==> src/rtl/display_scan_receiver.sv <==
// rtl/display_scan_receiver.sv - glitch-filtered demux of a scanned 4-digit display bus
// Optional define SCAN_ORDER_CHECK_EN adds the sticky order_error output and scan-order tracking.
module display_scan_receiver #(
    parameter int STABLE_CYCLES = 4,
    parameter int CNT_W         = 4
) (
    input  logic       clock,
    input  logic       reset,
    input  logic [3:0] scan_data,
    input  logic [3:0] scan_select,
    output logic [3:0] data_3,
    output logic [3:0] data_2,
    output logic [3:0] data_1,
    output logic [3:0] data_0,
    output logic [3:0] digit_valid,
    output logic       frame_valid,
    output logic       select_error
`ifdef SCAN_ORDER_CHECK_EN
    ,
    output logic       order_error
`endif
);

    localparam logic [CNT_W-1:0] RUN_MAX = CNT_W'(STABLE_CYCLES);

    logic [7:0]       s1_q, s2_q, s3_q;
    logic [CNT_W-1:0] run_q, run_d;
    logic             armed_q, armed_d;
    logic             change, arm, capture;
    logic [3:0]       cap_sel, cap_nib;
    logic             one_hot, multi_hot;
    logic [3:0]       data_q [4];
    logic [3:0]       digit_valid_q;
    logic [3:0]       mask_q, mask_d;
    logic             frame_q, frame_d;
    logic             select_error_q;

    always_comb begin
        change    = (s2_q != s3_q);
        cap_sel   = s2_q[7:4];
        cap_nib   = s2_q[3:0];
        run_d     = change ? CNT_W'(1) : ((run_q == RUN_MAX) ? run_q : run_q + 1'b1);
        // A change re-arms in the same cycle so STABLE_CYCLES=1 captures immediately.
        arm       = change | armed_q;
        capture   = arm && (run_d == RUN_MAX);
        armed_d   = arm && !capture;
        multi_hot = ((cap_sel & (cap_sel - 4'd1)) != 4'd0);
        one_hot   = (cap_sel != 4'd0) && !multi_hot;
        mask_d    = mask_q;
        frame_d   = 1'b0;
        if (capture && one_hot) begin
            mask_d = mask_q | cap_sel;
            if (mask_d == 4'hF) begin
                frame_d = 1'b1;
                mask_d  = 4'h0;
            end
        end
    end

    always_ff @(posedge clock) begin
        if (reset) begin
            s1_q           <= 8'h00;
            s2_q           <= 8'h00;
            s3_q           <= 8'h00;
            run_q          <= '0;
            armed_q        <= 1'b0;
            digit_valid_q  <= 4'h0;
            mask_q         <= 4'h0;
            frame_q        <= 1'b0;
            select_error_q <= 1'b0;
            for (int i = 0; i < 4; i++) begin
                data_q[i] <= 4'h0;
            end
        end else begin
            s1_q    <= {scan_select, scan_data};
            s2_q    <= s1_q;
            s3_q    <= s2_q;
            run_q   <= run_d;
            armed_q <= armed_d;
            mask_q  <= mask_d;
            frame_q <= frame_d;
            if (capture && multi_hot) begin
                select_error_q <= 1'b1;
            end
            for (int i = 0; i < 4; i++) begin
                if (capture && one_hot && cap_sel[i]) begin
                    data_q[i]        <= cap_nib;
                    digit_valid_q[i] <= 1'b1;
                end
            end
        end
    end

`ifdef SCAN_ORDER_CHECK_EN
    logic [3:0] last_q;
    logic       has_last_q;
    logic       order_error_q;

    always_ff @(posedge clock) begin
        if (reset) begin
            last_q        <= 4'h0;
            has_last_q    <= 1'b0;
            order_error_q <= 1'b0;
        end else if (capture && one_hot) begin
            last_q     <= cap_sel;
            has_last_q <= 1'b1;
            if (has_last_q && (cap_sel != {last_q[2:0], last_q[3]})) begin
                order_error_q <= 1'b1;
            end
        end
    end

    assign order_error = order_error_q;
`endif

    assign data_3       = data_q[3];
    assign data_2       = data_q[2];
    assign data_1       = data_q[1];
    assign data_0       = data_q[0];
    assign digit_valid  = digit_valid_q;
    assign frame_valid  = frame_q;
    assign select_error = select_error_q;

endmodule

==> config.mk <==
export PLATFORM = sky130hd
export DESIGN_NAME = display_scan_receiver
export DESIGN_NICKNAME = d
export VERILOG_FILES = /design/src/rtl/display_scan_receiver.sv
export SDC_FILE = /design/constraint.sdc
export NUM_CORES = 1
export LEC_CHECK = 0
export ABC_AREA = 1
export BUFFER_PORTS_ARGS = -buffer_cell sky130_fd_sc_hd__buf_2
export CORE_UTILIZATION = 35
export DETAILED_ROUTE_END_ITERATION = 10
export HOLD_SLACK_MARGIN = 0.1
export PLACE_DENSITY = 0.59
export SETUP_SLACK_MARGIN = 0.3
export SLEW_MARGIN = 10
export SYNTH_ARGS = -nofsm -noshare
export SYNTH_HDL_FRONTEND = slang
export SYNTH_SLANG_ARGS = --single-unit
==> constraint.sdc <==
create_clock -name clock -period 1.65 [get_ports clock]
set_input_delay 0.165 -clock clock [delete_from_list [all_inputs] [get_ports clock]]
set_output_delay 0.165 -clock clock [all_outputs]
set_load 0.005 [all_outputs]
== Word level (Yosys, flattened, before mapping) ==
Memory sizes are Yosys's and may differ from the RTL's.
Cells that the tools add are included.

* Register bits after elaboration: 39
* Bits in writable memories: 16
* Bits of input ports: 10
* Output and inout bits: 22
* Logic and storage cells: 63
* Memories kept: 1

{| class="wikitable"
|+ Memory list
! name !! depth !! width !! rd ports !! clocked after memory_dff !! wr ports !! line !! text
|-
| data_q || 4 || 4 || 4 || 0 || 4 || 32 || <nowiki>logic [3:0] data_q [4];</nowiki>
|}

* Add/subtract/negate cells: 2
* Equality and inequality tests: 4
* Muxes and demuxes: 22
* Bitwise gates (word level): 8
* Reduce and logical (&&, ||, !) cells: 14

{| class="wikitable"
|+ Operators by type and width
! operator !! count
|-
| 2-to-1 mux 4 bit || 7
|-
| 2-to-1 mux 1 bit || 15
|-
| logical AND 1 bit || 9
|-
| equality test 4 x 3 -> 1 bit, second input constant || 2
|-
| inequality test 8 bit || 1
|-
| nonzero test 4 bit || 2
|-
| OR 1 bit || 5
|-
| adder 4 x 1 -> 4 bit, second input constant || 1
|-
| bitwise AND 4 bit || 1
|-
| equality test 4 bit, second input constant || 1
|-
| OR 4 bit || 1
|-
| subtractor 4 x 1 -> 4 bit, second input constant || 1
|-
| logical NOT 1 bit || 2
|-
| OR reduction 2 bit || 1
|-
| inverter 1 bit || 1
|}

== Logic depth before layout (Yosys ltp) ==
* Depth in word-level cells: 11
* Mapped depth: 12

== Worst setup path before layout ==
OpenSTA, ideal clock, no wires.

* Path kind: reg2reg
* Start point: register run_q[0]
* End point: memory data_q[0][0] (enable)
* Library setup time: 0.308 ns
* Data arrival time: 1.463 ns
* Slack: -0.121 ns
* Stages on the path, launching flop included: 10
* Buffers on the path: 0
* Period minus slack after synthesis: 1.771 ns
* Cell sequence: dfxtp_1 -> inv_1 -> ha_1 -> nand3_1 -> nand2_1 -> nand2_1 -> nand3_4 -> nor2_8 -> nand4_2 -> nand2_1

{| class="wikitable"
|+ RTL lines
! item !! line !! text
|-
| start: declaration || 27 || <nowiki>logic [CNT_W-1:0] run_q, run_d;</nowiki>
|-
| start signal: assignment || 78 || <nowiki>run_q <= run_d;</nowiki>
|-
| end: declaration || 32 ||
|}

== Worst setup path in the final report ==
* Start point: register run_q[0]
* End point: register mask_q[3]

* Cells in the longest elaborated chain, start to end: 6
* Elaborated cells between the ends (all ways): 7
* Those cells by class: add/sub (1); eq/ne (2); mux (2); reduce/logical (2)

{| class="wikitable"
|+ RTL lines
! item !! line !! text
|-
| adder 4 x 1 -> 4 bit / equality test 4 x 3 -> 1 bit (equally long branches) || 42 || <nowiki>run_d = change ? CNT_W'(1) : ((run_q == RUN_MAX) ? run_q : run_q + 1'b1);</nowiki>
|-
| 2-to-1 mux 4 bit (*) (2 in series) || 42 ||
|-
| equality test 4 x 3 -> 1 bit (*) || 45 || <nowiki>capture = arm && (run_d == RUN_MAX);</nowiki>
|-
| logical AND 1 bit (*) || 45 ||
|-
| logical AND 1 bit (*) || 51 || <nowiki>if (capture && one_hot) begin</nowiki>
|-
| end signal: assignment || 80 || <nowiki>mask_q <= mask_d;</nowiki>
|-
| end: declaration || 34 || <nowiki>logic [3:0] mask_q, mask_d;</nowiki>
|}

Every way passes the cells marked *; elsewhere a longest branch is shown, timed or not.
A chain may end at the register's enable or synchronous reset.

==> results.yml <==
run_status:
  status: "complete, but fails checks"
  violations: "negative setup slack"
global_route:
  grt_start_max_net_pins: 27
  overflow: 0
  first_global_vias: 1472
  grt_usage_pct: 12.6
  grt_pass1_wl_um: 6100
  antenna_found_initial: 0
pwr:
  pwr_density_cell_nw_per_um2: 864
  ir_drop_uv: 517
  power.internal_mw: 1.93
  power_frac_comb_pct: 8.5
  p_leak_nw: 1.29
  sw_frac_of_total_pct: 21.8
  p_seq_share_pct: 59.1
  p_switching_mw: 0.538
  p_clk_share_pct: 32.4
clock_network:
  path_clk_slew_ns: 0.09
  clock_latency_ns: 0.29
  clk_path_buf_depth: 2
  cts_tree: "built"
  cts.sinks: 55
  htreeDepth: 2
  cts_buffers: 5
  cts-root-buf: "clkbuf_8"
worst_setup_path:
  path_cells: "inv_4, ha_4, nand2_1, nand2_1, nand2_2, nor2_4, nand3_4, nor2_8, nand4_4, buf_6, nand2_1, inv_1, nor2_1"
  end_kind: "flip-flop"
  r2r_setup_slack_ns: -0.06
  rr_endpoint: "mask_q[3]"
  crit_fanout: 6
  path_class: "reg -> reg"
  r2r-start: "run_q[0]"
  r2r_cells: 13
  slowest_delay_ns: 0.38
  worstPathRequired_ns: 1.89
  slowest_stage: "dfxtp_4"
  cp-start-kind: "flip-flop"
  cp.arrival_ns: 1.95
  crit_top_cell: "nand2_1"
placement:
  routabilityCongestion: 0.767
  place.detailed.hpwl_um: 2560
  place_area_um2: 2490
  io_buffers: 31
min_path:
  min_path_type: "reg -> reg"
  hold_path_end: "s2_q[3]"
  holdCritStartpoint: "s1_q[3]"
  holdPathStages: 2
floorplan:
  coreArea_um2: 5640
  fp.dieW_um: 79.3
  placementRows: 27
  initial_core_util_pct: 37.1
  fp.dieH_um: 79.3
  ios: 32
  die-area_um2: 6290
sta:
  holdWs_ns: 0.402
  rsz0062_at_grt: "yes"
  finClkSkew_ns: 0.00570
  period_share_pct: 104
  worstMarginPinSlew_ns: 0.450
  fmax_ghz: 0.585
  min_period_ns: 1.71
  slew_headroom_pct: 69.9
  finalSetupViolCount: 35
  timing.final.ws_setup_ns: -0.0591
  hold_viol_final: 0
  report.final.slew_viol_count: 0
finish:
  finalNetCount: 305
  post-route-util_pct: 50.6
  areaGrowthSynthToFinish_pct: 36.5
  antenna_cells: 0
  n_fill_cell: 521
  design_area_um2: 2860
  drive_above_1_share_pct: 34.0
detailed_routing:
  drc_errors: 0
  wl_per_cell_um: 9.85
  dr.first_iter.drc_count: 46
  viasPerCell: 4.25
  routed-via-count: 1556
  routed_wirelength_um: 3610
  dr.pass1.iters: 4
  ant_nets: 0
synthesis:
  synth_area_um2: 2090
  synth.distinct_cells: 23
  dominantRegCellSynth: "dfxtp_1"
  yosys.area.top_type: "dfxtp_1"
  synth_nets: 245
  synthTopCellsByCount: "55 x nor2_1, 48 x inv_1, 39 x dfxtp_1"
  synth-seq-cells: 55
  async_reset_ff_share_pct: 0
  synth.area.top_cells: "dfxtp_1 37%, edfxtp_1 23%, nor2_1 9.9%, inv_1 8.6%, nand2_1 6.6%"
  syn_area_per_cell_um2: 8.98
  synth_top_area_share_pct: 37.3
  synth-edff-count: 16
  syn_inst: 233
  ys_seq_area_share_pct: 60.3
  synth_warnings: 0
  yosysMostFrequentCell: "nor2_1"
run:
  max_cap_viol_count: 0
==> critical path, delay by kind of cell, from the launching register on <==
kind                       cells  cell delay (ns)
buffers and inverters          3             0.29
and+or+nand+nor                9             0.84
adders and majority gates      1             0.14
DFF                            1             0.38
==> power groups by stage <==
stage	logic (mW)	registers (mW)	clock network, mW
floorplan	0.122	1.49	0
global placement	0.179	1.49	0
detailed placement	0.182	1.49	0
CTS	0.209	1.46	0.833
global route	0.236	1.46	0.885
finish	0.209	1.46	0.800
==> timing repair <==
item / CTS / global route
endpoints found under the setup margin: 43 / 43
hold endpoints to repair: 9 / 0
pin swaps: 5 / 5
resized for setup: 17 / 19
buffers inserted: 4 / 2
hold buffers: 9 / 0
==> final cells by class <==
type	count	area [um2]	share of cell area, %
Sequential cell	55	1270	44.3
Multi-Input combinational cell	124	808	28.3
Timing Repair Buffer	57	395	13.8
Inverter	50	190	6.66
Clock buffer	8	105	3.68
Tap cell	72	90.1	3.16
==> how the worst max path moves through the flow <==
stage / startpoint / to / slack (ns)
floorplan: run_q[0] / data_q[0][0] / 0.03
global placement: run_q[0] / mask_q[0] / 0.01
detailed placement: run_q[0] / mask_q[2] / -0.08
CTS: run_q[0] / mask_q[2] / -0.05
global route: run_q[0] / mask_q[3] / -0.17
finish: run_q[0] / mask_q[3] / -0.06
==> state kept, by name (all words and copies together), names as in the netlist <==
name and count:
mask_q 4, s1_q 8, data_q 16, select_error 1
frame_valid 1, armed_q 1, s2_q 8, digit_valid 4
run_q 4, s3_q 8
==> per-stage QoR <==
stage | power [mW] | instances | setup slack (ns) | TNS (ns)
after detailed placement | 1.67 | 343 | -0.0765 | -0.555
after CTS | 2.50 | 364 | -0.0453 | -0.740
final | 2.47 | 366 | -0.0591 | -1.20
after global routing | 2.58 | 366 | -0.170 | -4.73
after floorplan | 1.61 | 233 | 0.0276 | 0
after global placement | 1.66 | 343 | 0.00972 | 0
==> layout by cell type (no fill, tap or decap), drive strengths merged <==
cell type and count:
nand4 7, a21oi 5, nor2 57, nor4 1, xnor2 5, or2 1, buf 48, dlygate4sd3 9
edfxtp 16, nand2 39, o21ai 4, nand3 3, clkbuf 8, inv 50, ha 2, dfxtp 39
==> cell families after synthesis <==
kind of cell	count (synthesis)	share of synthesized area (%)
and+or+nand+nor	108	24.0
AOI/OAI and AO/OA	9	2.69
xor gates and xnor gates	5	2.09
DFF	55	60.3
adders and majority gates	2	1.20
buffers and inverters	54	9.69
==> per-layer routing <==
layer  track usage [%]  up-vias  share of wire [%]
met2              22.2       26                 51
met4              3.27        0               0.22
met5                 0        -                  0
met3              3.56        2                3.6
li1                  -      813                  -
met1              14.9      715                 45
Note: power is estimated with default switching activity, not from simulation.
